==> config.mk <==
export PLATFORM = sky130hd
export DESIGN_NAME = mem_arbiter
export DESIGN_NICKNAME = d
export VERILOG_FILES = /design/src/rtl/mem_arbiter_pkg.sv /design/src/rtl/mem_arbiter_ctrl.sv /design/src/rtl/mem_arbiter.sv
export SDC_FILE = /design/constraint.sdc
export NUM_CORES = 1
export LEC_CHECK = 0
export CAP_MARGIN = 10
export CORE_AREA = 2 2 269 271
export DETAILED_ROUTE_END_ITERATION = 6
export DIE_AREA = 0 0 271 273
export HOLD_SLACK_MARGIN = 0.06
export PLACE_DENSITY = 0.4
export SKIP_LAST_GASP = 1
export SLEW_MARGIN = 15
export SYNTH_ARGS = -nofsm -noshare
export SYNTH_HDL_FRONTEND = slang
export SYNTH_SLANG_ARGS = --single-unit
==> constraint.sdc <==
create_clock -name clk -period 1.9 [get_ports clk]
set_clock_uncertainty 0.05 [all_clocks]
set_input_delay 0.19 -clock clk [delete_from_list [all_inputs] [get_ports clk]]
set_output_delay 0.19 -clock clk [all_outputs]
set_load 0.05 [all_outputs]
==> src/rtl/mem_arbiter_pkg.sv <==
`default_nettype none
// ============================================================================
//  Module      : mem_arbiter_pkg
//  Description : Shared types and constants for the physical-memory arbiter.
//                Provides the cache-line type, the arbiter state encoding
//                and the owner codes reported on arb_owner.
//  Contents    : lc3b_word / lc3b_line   - address and line data types
//                arb_state_t             - arbiter FSM states
//                ARB_NONE/ARB_I/ARB_D    - owner codes
//                owner_of()              - state to owner code mapping
//  Revision    : 1.0 - initial release
// ============================================================================
package mem_arbiter_pkg;

  localparam int LC3B_WORD_W = 16;
  localparam int LC3B_LINE_W = 128;

  typedef logic [LC3B_WORD_W-1:0] lc3b_word;
  typedef logic [LC3B_LINE_W-1:0] lc3b_line;

  // The state values are chosen to match the owner codes, so the
  // owner output needs no decode beyond a cast.
  typedef enum logic [1:0] {
    ARB_IDLE    = 2'b00,
    ARB_SERVE_I = 2'b01,
    ARB_SERVE_D = 2'b10
  } arb_state_t;

  localparam logic [1:0] ARB_NONE = 2'b00;
  localparam logic [1:0] ARB_I    = 2'b01;
  localparam logic [1:0] ARB_D    = 2'b10;

  // Map an arbiter state onto the owner code; any unexpected encoding
  // reports no owner.
  function automatic logic [1:0] owner_of(input arb_state_t s);
    logic [1:0] o;
    case (s)
      ARB_SERVE_I: o = ARB_I;
      ARB_SERVE_D: o = ARB_D;
      default:     o = ARB_NONE;
    endcase
    return o;
  endfunction

endpackage
`default_nettype wire

==> src/rtl/mem_arbiter_ctrl.sv <==
`default_nettype none
// ============================================================================
//  Module      : mem_arbiter_ctrl
//  Description : Arbitration FSM for the shared memory port. Chooses the next
//                owner in IDLE (dcache preferred, icache forced after
//                STARVE_LIMIT consecutive losses), holds the grant until
//                pmem_resp and returns to IDLE for one bubble cycle.
//  Ports       : clk         in   system clock
//                rst_n       in   synchronous active-low reset
//                icache_req  in   icache has a request pending
//                dcache_req  in   dcache has a read or write pending
//                pmem_resp   in   memory completed the current transaction
//                state       out  current arbiter state
//  Revision    : 1.0 - initial release
// ============================================================================
module mem_arbiter_ctrl
  import mem_arbiter_pkg::*;
#(
  parameter int unsigned STARVE_LIMIT = 4
) (
  input  logic       clk,
  input  logic       rst_n,
  input  logic       icache_req,
  input  logic       dcache_req,
  input  logic       pmem_resp,
  output arb_state_t state
);

  localparam logic [3:0] LIMIT = 4'(STARVE_LIMIT);

  arb_state_t state_q;
  arb_state_t state_d;
  logic [3:0] starve_q;
  logic [3:0] starve_d;

  always_ff @(posedge clk) begin
    if (!rst_n) begin
      state_q  <= ARB_IDLE;
      starve_q <= 4'd0;
    end else begin
      state_q  <= state_d;
      starve_q <= starve_d;
    end
  end

  always_comb begin
    state_d  = state_q;
    starve_d = starve_q;
    case (state_q)
      ARB_IDLE: begin
        // The counter only tracks losses while the icache is actually
        // waiting; an idle cycle without an icache request forgets history.
        if (!icache_req) begin
          starve_d = 4'd0;
        end
        if (icache_req && (!dcache_req || (starve_q >= LIMIT))) begin
          state_d  = ARB_SERVE_I;
          starve_d = 4'd0;
        end else if (dcache_req) begin
          state_d = ARB_SERVE_D;
          if (icache_req && (starve_q < LIMIT)) begin
            starve_d = starve_q + 4'd1;
          end
        end
      end
      // The grant is held until memory answers, even if the owner has
      // dropped its request in the meantime.
      ARB_SERVE_I,
      ARB_SERVE_D: begin
        if (pmem_resp) begin
          state_d = ARB_IDLE;
        end
      end
      default: begin
        state_d  = ARB_IDLE;
        starve_d = 4'd0;
      end
    endcase
  end

  assign state = state_q;

endmodule
`default_nettype wire

==> src/rtl/mem_arbiter.sv <==
`default_nettype none
// ============================================================================
//  Module      : mem_arbiter
//  Description : Shares one physical-memory port between the icache (fetch)
//                and the dcache (loads, stores, LDI/STI). One owner per
//                transaction; the grant is held until pmem_resp. Request,
//                address and write data are routed from the owner, and the
//                response strobe is returned only to the owner.
//  Ports       : clk, rst_n                     clock, sync active-low reset
//                icache_pmem_read/address       icache line-fill request
//                icache_pmem_rdata/resp         icache fill data / done
//                dcache_pmem_read/write         dcache fill / writeback
//                dcache_pmem_address/wdata      dcache address / wb data
//                dcache_pmem_rdata/resp         dcache fill data / done
//                pmem_read/write/address/wdata  to physical memory
//                pmem_rdata/resp                from physical memory
//                arb_owner                      00 none, 01 icache, 10 dcache
//  Revision    : 1.0 - initial release
// ============================================================================
module mem_arbiter
  import mem_arbiter_pkg::*;
#(
  parameter int unsigned ADDR_W       = 16,
  parameter int unsigned LINE_W       = 128,
  parameter int unsigned STARVE_LIMIT = 4
) (
  input  logic              clk,
  input  logic              rst_n,
  input  logic              icache_pmem_read,
  input  logic [ADDR_W-1:0] icache_pmem_address,
  output logic [LINE_W-1:0] icache_pmem_rdata,
  output logic              icache_pmem_resp,
  input  logic              dcache_pmem_read,
  input  logic              dcache_pmem_write,
  input  logic [ADDR_W-1:0] dcache_pmem_address,
  input  logic [LINE_W-1:0] dcache_pmem_wdata,
  output logic [LINE_W-1:0] dcache_pmem_rdata,
  output logic              dcache_pmem_resp,
  output logic              pmem_read,
  output logic              pmem_write,
  output logic [ADDR_W-1:0] pmem_address,
  output logic [LINE_W-1:0] pmem_wdata,
  input  logic [LINE_W-1:0] pmem_rdata,
  input  logic              pmem_resp,
  output logic [1:0]        arb_owner
);

  arb_state_t state;
  logic       dcache_req;

  assign dcache_req = dcache_pmem_read | dcache_pmem_write;

  mem_arbiter_ctrl #(
    .STARVE_LIMIT (STARVE_LIMIT)
  ) u_ctrl (
    .clk        (clk),
    .rst_n      (rst_n),
    .icache_req (icache_pmem_read),
    .dcache_req (dcache_req),
    .pmem_resp  (pmem_resp),
    .state      (state)
  );

  // Memory-side mux: purely combinational from the registered state so the
  // request reaches memory in the cycle after the grant decision. IDLE
  // drives an all-zero bus.
  always_comb begin
    pmem_read    = 1'b0;
    pmem_write   = 1'b0;
    pmem_address = '0;
    pmem_wdata   = '0;
    case (state)
      ARB_SERVE_I: begin
        pmem_read    = icache_pmem_read;
        pmem_address = icache_pmem_address;
      end
      ARB_SERVE_D: begin
        pmem_read    = dcache_pmem_read;
        pmem_write   = dcache_pmem_write;
        pmem_address = dcache_pmem_address;
        pmem_wdata   = dcache_pmem_wdata;
      end
      default: begin
      end
    endcase
  end

  // A response seen while IDLE (e.g. a late answer to a transaction
  // abandoned by reset) reaches neither cache.
  assign icache_pmem_resp = pmem_resp & (state == ARB_SERVE_I);
  assign dcache_pmem_resp = pmem_resp & (state == ARB_SERVE_D);

  // Read data is qualified by resp on the cache side, so it is broadcast.
  assign icache_pmem_rdata = pmem_rdata;
  assign dcache_pmem_rdata = pmem_rdata;

  assign arb_owner = owner_of(state);

endmodule
`default_nettype wire

# After elaboration in Yosys (flattened, before gate mapping)
# Cells that the tools add are included.
op_classes:
  add_sub_neg: 1
  n_lt_le_gt_ge: 2
  eq_ne: 4
  mux: 14
  bitwise: 3
  reduce_logical: 7
ops:
  columns: ["cell", "n"]
  rows:
  - ["2-to-1 mux 128 bit", 1]
  - ["one-hot mux 16 bit (2 select lines)", 1]
  - ["2-to-1 mux 4 bit", 4]
  - ["one-hot mux 2 bit (2 select lines)", 2]
  - ["one-hot mux 4 bit (2 select lines)", 1]
  - ["2-to-1 mux 2 bit", 3]
  - ["adder 4 x 1 -> 4 bit, second input constant", 1]
  - ["greater-or-equal comparator 4 x 3 -> 1 bit, second input constant", 1]
  - ["< comparator 4 x 3 -> 1 bit, second input constant", 1]
  - ["inequality test 3 x 1 -> 1 bit, second input constant", 1]
  - ["bitwise AND 1 bit", 2]
  - ["equality test 2 x 1 -> 1 bit, second input constant", 1]
  - ["equality test 2 bit, second input constant", 1]
  - ["logical AND 1 bit", 2]
  - ["logical NOT 2 bit", 1]
  - ["inequality test 2 bit, second input constant", 1]
  - ["one-hot mux 1 bit (2 select lines)", 1]
  - ["AND reduction 2 bit", 1]
  - ["OR reduction 2 bit", 1]
  - ["logical NOT 1 bit", 1]
  - ["logical OR 1 bit", 1]
  - ["2-to-1 mux 1 bit", 1]
  - ["bitwise OR 1 bit", 1]
word_totals:
  reg_bits: 6
  input_bits: 294
  output_inout_bits: 406
  wordCells: 33

# Logic depth before layout (Yosys ltp)
logic_depth:
  word_depth: 6
  mapped_depth: 6
  ltp_nobuf: 5

# Hierarchy
# Synthesis repeated with hierarchy kept, for this count alone.
hier_totals:
  cells_unflattened: 480
  area_unflattened_um2: 3557.2
by_module_without_submodules:
  columns: ["mod", "instances", "cells_per_inst", "area_each_um2", "seq_area_each_um2"]
  rows:
  - ["mem_arbiter", 1, 448, 3270.6, 0.0]
  - ["mem_arbiter_ctrl", 1, 32, 286.5, 120.1]

# Worst setup path before layout
# Ideal clock, no wire load.
synth_path:
  path_type: "register to output"
  from: "reg u_ctrl.state_q[0], in the netlist u_ctrl.state[0]"
  to: "out pmem_address[11]"
  t_arrival_ns: 1.764
  required_time_ns: 1.660
  path_slack_ns: -0.104
  path_stages_with_launch: 5
  n_path_buf: 1
  cell_sequence: "dfxtp_1 inv_1 ha_1 clkbuf_1 nor2b_1"
synth_between:
  elab_chain_len: 2
  word_cells_on_any_way: 3
  classes_between: "eq/ne: 2; mux: 1"
synth_lines:
  columns: ["element", "line_no", "text"]
  rows:
  - ["start, declared", "mem_arbiter_ctrl.sv:31", "arb_state_t state_q;"]
  - ["start signal, assigned", "mem_arbiter_ctrl.sv:41", "state_q <= state_d;"]
  - ["equality test 2 bit / equality test 2 x 1 -> 1 bit (equally long branches)", "mem_arbiter.sv:72", "case (state)"]
  - ["one-hot mux 16 bit (2 select lines) (*)", "mem_arbiter.sv:72", null]
  - ["end, declared", "mem_arbiter.sv:41", "output logic [ADDR_W-1:0] pmem_address,"]
# Every way passes the cells marked *; elsewhere a longest branch is shown, timed or not.

# Worst setup path after layout
layout_path:
  from: "reg u_ctrl.state_q[0], in the netlist u_ctrl.state[0]"
  to: "out pmem_wdata[30]"
layout_between:
  elab_chain_len: 2
layout_lines:
  columns: ["element", "line_no", "text"]
  rows:
  - ["equality test 2 bit", "mem_arbiter.sv:72", null]
  - ["2-to-1 mux 128 bit", "mem_arbiter.sv:72", null]
  - ["end, declared", "mem_arbiter.sv:42", "output logic [LINE_W-1:0] pmem_wdata,"]
# Every way passes these cells.

==> impl_metrics.yaml <==
status:
  status: "completed"
die:
  die_w_um: 271
  fp.dieH_um: 273
  design.core.area_sq_um: 71000
  start_util_pct: 4.834
  die_area_sq_um: 73980
  ios: 700
  num_rows: 98
worst_setup_path:
  reg2reg_setup_slack_ps: 250
  critPathArrivalTime_ps: 1660
  r2r_start: "u_ctrl.state[1]"
  worst-path-max-fanout: 38
  cp-end-kind: "primary output"
  cp-startpoint: "u_ctrl.state[0]"
  worstPathRequired_ps: 1660
  endpoint: "pmem_wdata[30]"
  reg2reg_to: "u_ctrl.state[1]"
  ff2ff_path_depth: 6
  crit_type: "register to primary output"
  startpoint_type: "register"
logic_synthesis:
  ys_ff_latch: 6
  syn-mean-instance-area_sq_um: 7.106
  synth_edf_count: 0
  synthArstFlopShare_pct: 0
  ys_warn_count: 0
  syn_area_sq_um: 3432
  seq_area_frac_synth_pct: 3.500
  synthesis.nets: 783
  synth.most_common_cell: "buf_4"
  synthFlopType: "dfxtp_1"
  synth_area_leaders: "buf_4 (56%), and2_1 (24%), a22oi_1 (3.7%)"
  synth_cell_types: 27
  synth_common_cells: "buf_4 (256), and2_1 (131), a22oi_1 (17), clkbuf_1 (17), nor2b_1 (17)"
  netlist_instances: 483
  synth_top_area_share_pct: 56.00
  synth_largest_area_cell: "buf_4"
timing:
  rsz0062_at_grt: "true"
  setup_slack_ps: 4.648
  period_needed_ps: 1895
  final-setup-viol-count: 0
  worstMarginPinSlew_ps: 386.7
  finalHoldViolCount: 0
  maxSlewViolCount: 0
  fin_setup_tns_ps: 0
  max-slew-margin-rel_pct: 74.13
  fmax_mhz: 527.6
  finalCritPeriodShare_pct: 99.76
pwr:
  pwr-share-seq_pct: 3.8
  p_leak_nw: 2.688
  p_int_mw: 2.001
  power_switching_mw: 1.721
  finalPower_mw: 3.722
  p_per_area_nw_per_um2: 481.1
  vdd_drop_max_mv: 0.2969
  comb_power_share_pct: 87.0
  clkPwrFrac_pct: 9.1
  switching_share_pct: 46.24
clocking:
  cts_tree: "built"
  clock_path_buffers: 2
  h-tree-depth: 1
  cts_sinks: 6
  cts-root-buf: "clkbuf_16"
  numCtsBuffers: 3
  clock_latency_ps: 230
  clk_pin_slew_ps: 30
min_path:
  hp-class: "primary input to primary output"
  worstHoldStart: "pmem_rdata[30]"
grt:
  grt_usage_pct: 7.210
  grt_pass1_wl_um: 35240
  antenna_found_initial: 35
  grt_max_degree: 39
  overflow: 0
  grt_pass1_vias: 3677
cells_and_area:
  final_nets: 841
  fillers: 8086
  final_layout_size_suffix_gt1_share_pct: 40.45
  synthToLayoutAreaGrowth_pct: 125.4
  final_cells: 1499
job:
  cap_violations: 0
route:
  wire_per_inst_um: 19.19
  wl_um: 28770
  detail_route.vias_per_cell: 2.241
  drt_iter0_markers: 54
  vias: 3360
  dr.pass1.iters: 4
  final_antenna_net_count: 0
  drc: 0
place:
  gp_congestion: 0.7523
  place_ws_ps: 174.2
  dp_hpwl_um: 24930
  dp_cells: 1480
  port_buffers: 315
-- worst min-delay path by stage --
stage / endpoint / cells after the start / slack (ps)
5_1_grt: icache_pmem_rdata[103] / 0 / 330
3_3_place_gp: dcache_pmem_rdata[107] / 0 / 330
4_1_cts: dcache_pmem_rdata[107] / 0 / 330
6_report: icache_pmem_rdata[30] / 0 / 330
3_5_place_dp: dcache_pmem_rdata[107] / 0 / 330
2_1_floorplan: u_ctrl.starve_q[3] / 1 / 300
-- power groups by stage --
stage                     Clock (mW)  Sequential (mW)  Combinational [mW]
after global routing           0.360            0.143                3.38
after floorplan                    0            0.140                2.76
after CTS                      0.349            0.142                3.23
after detailed placement           0            0.143                3.08
after global placement             0            0.142                3.07
final                          0.340            0.142                3.24
-- critical path, cell delays in order, from the launching register on --
cell and delay, ps:
dfxtp_2 330, inv_2 90, ha_4 180, buf_12 130
bufbuf_16 330, and2_1 200, buf_12 150
-- what timing repair did --
action / in CTS / in global routing
cloned: 2 / 2
endpoints found under the setup margin: 19 / 96
hold buffers: 0 / 0
resized for setup: 6 / 29
buffers inserted: 3 / 0
-- final cells by class --
| cell class | instances | area [sq um] | area share [%] |
|---|---|---|---|
| timing repair buffer | 330 | 4887 | 63.16 |
| multi-input combinational | 196 | 1424 | 18.40 |
| clock buffer | 3 | 75.07 | 0.9702 |
| tap | 950 | 1189 | 15.36 |
| inverter | 4 | 15.01 | 0.1940 |
| sequential | 6 | 122.6 | 1.585 |
| antenna | 10 | 25.02 | 0.3234 |
-- sequential cells by signal, summed over array words and instances, names as in the netlist --
signal           count
u_ctrl.state         2
u_ctrl.starve_q      4
-- cell families after synthesis --
logic type	share of synthesized area [%]
flip-flops	3.500
AND/OR/NAND/NOR	29.97
buffers and inverters	59.06
AO/OA/AOI/OAI	5.286
adder cells (fa/ha/maj)	2.187
-- per-stage QoR --
stage	instance area (sq um)	utilization, %	hold WS, ps
CTS	7606	10.71	330.5
detailed placement	7398	10.42	330.5
finish	7737	10.90	330.0
global route	7717	10.87	330.1
global placement	7398	10.42	330.5
floorplan	3475	-	299.2
-- cells in the final DEF, fill, tap and decap left out, types with 2 or more instances in the layout --
cell type / instances
buf_4: 7
a22oi_1: 11
nor2b_2: 17
a22oi_2: 6
inv_1: 3
diode_2: 10
and2_1: 109
a21oi_1: 3
dfxtp_1: 4
and4b_1: 2
nand2_1: 3
ha_1: 5
nor2_1: 3
buf_6: 2
buf_16: 2
buf_12: 151
and2_4: 21
nand3_1: 2
dfxtp_2: 2
clkdlybuf4s50_1: 165
clkbuf_16: 5
-- per-layer routing --
| metal | vias up | GRT usage [%] | routed length (um) |
|---|---|---|---|
| met5 | - | 0 | 214 |
| met2 | 407 | 12.73 | 13940 |
| li1 | 1360 | - | - |
| met4 | 34 | 3.533 | 1649 |
| met1 | 1396 | 5.572 | 8041 |
| met3 | 163 | 5.931 | 4926 |
Note: power is estimated with default switching activity, not from simulation.
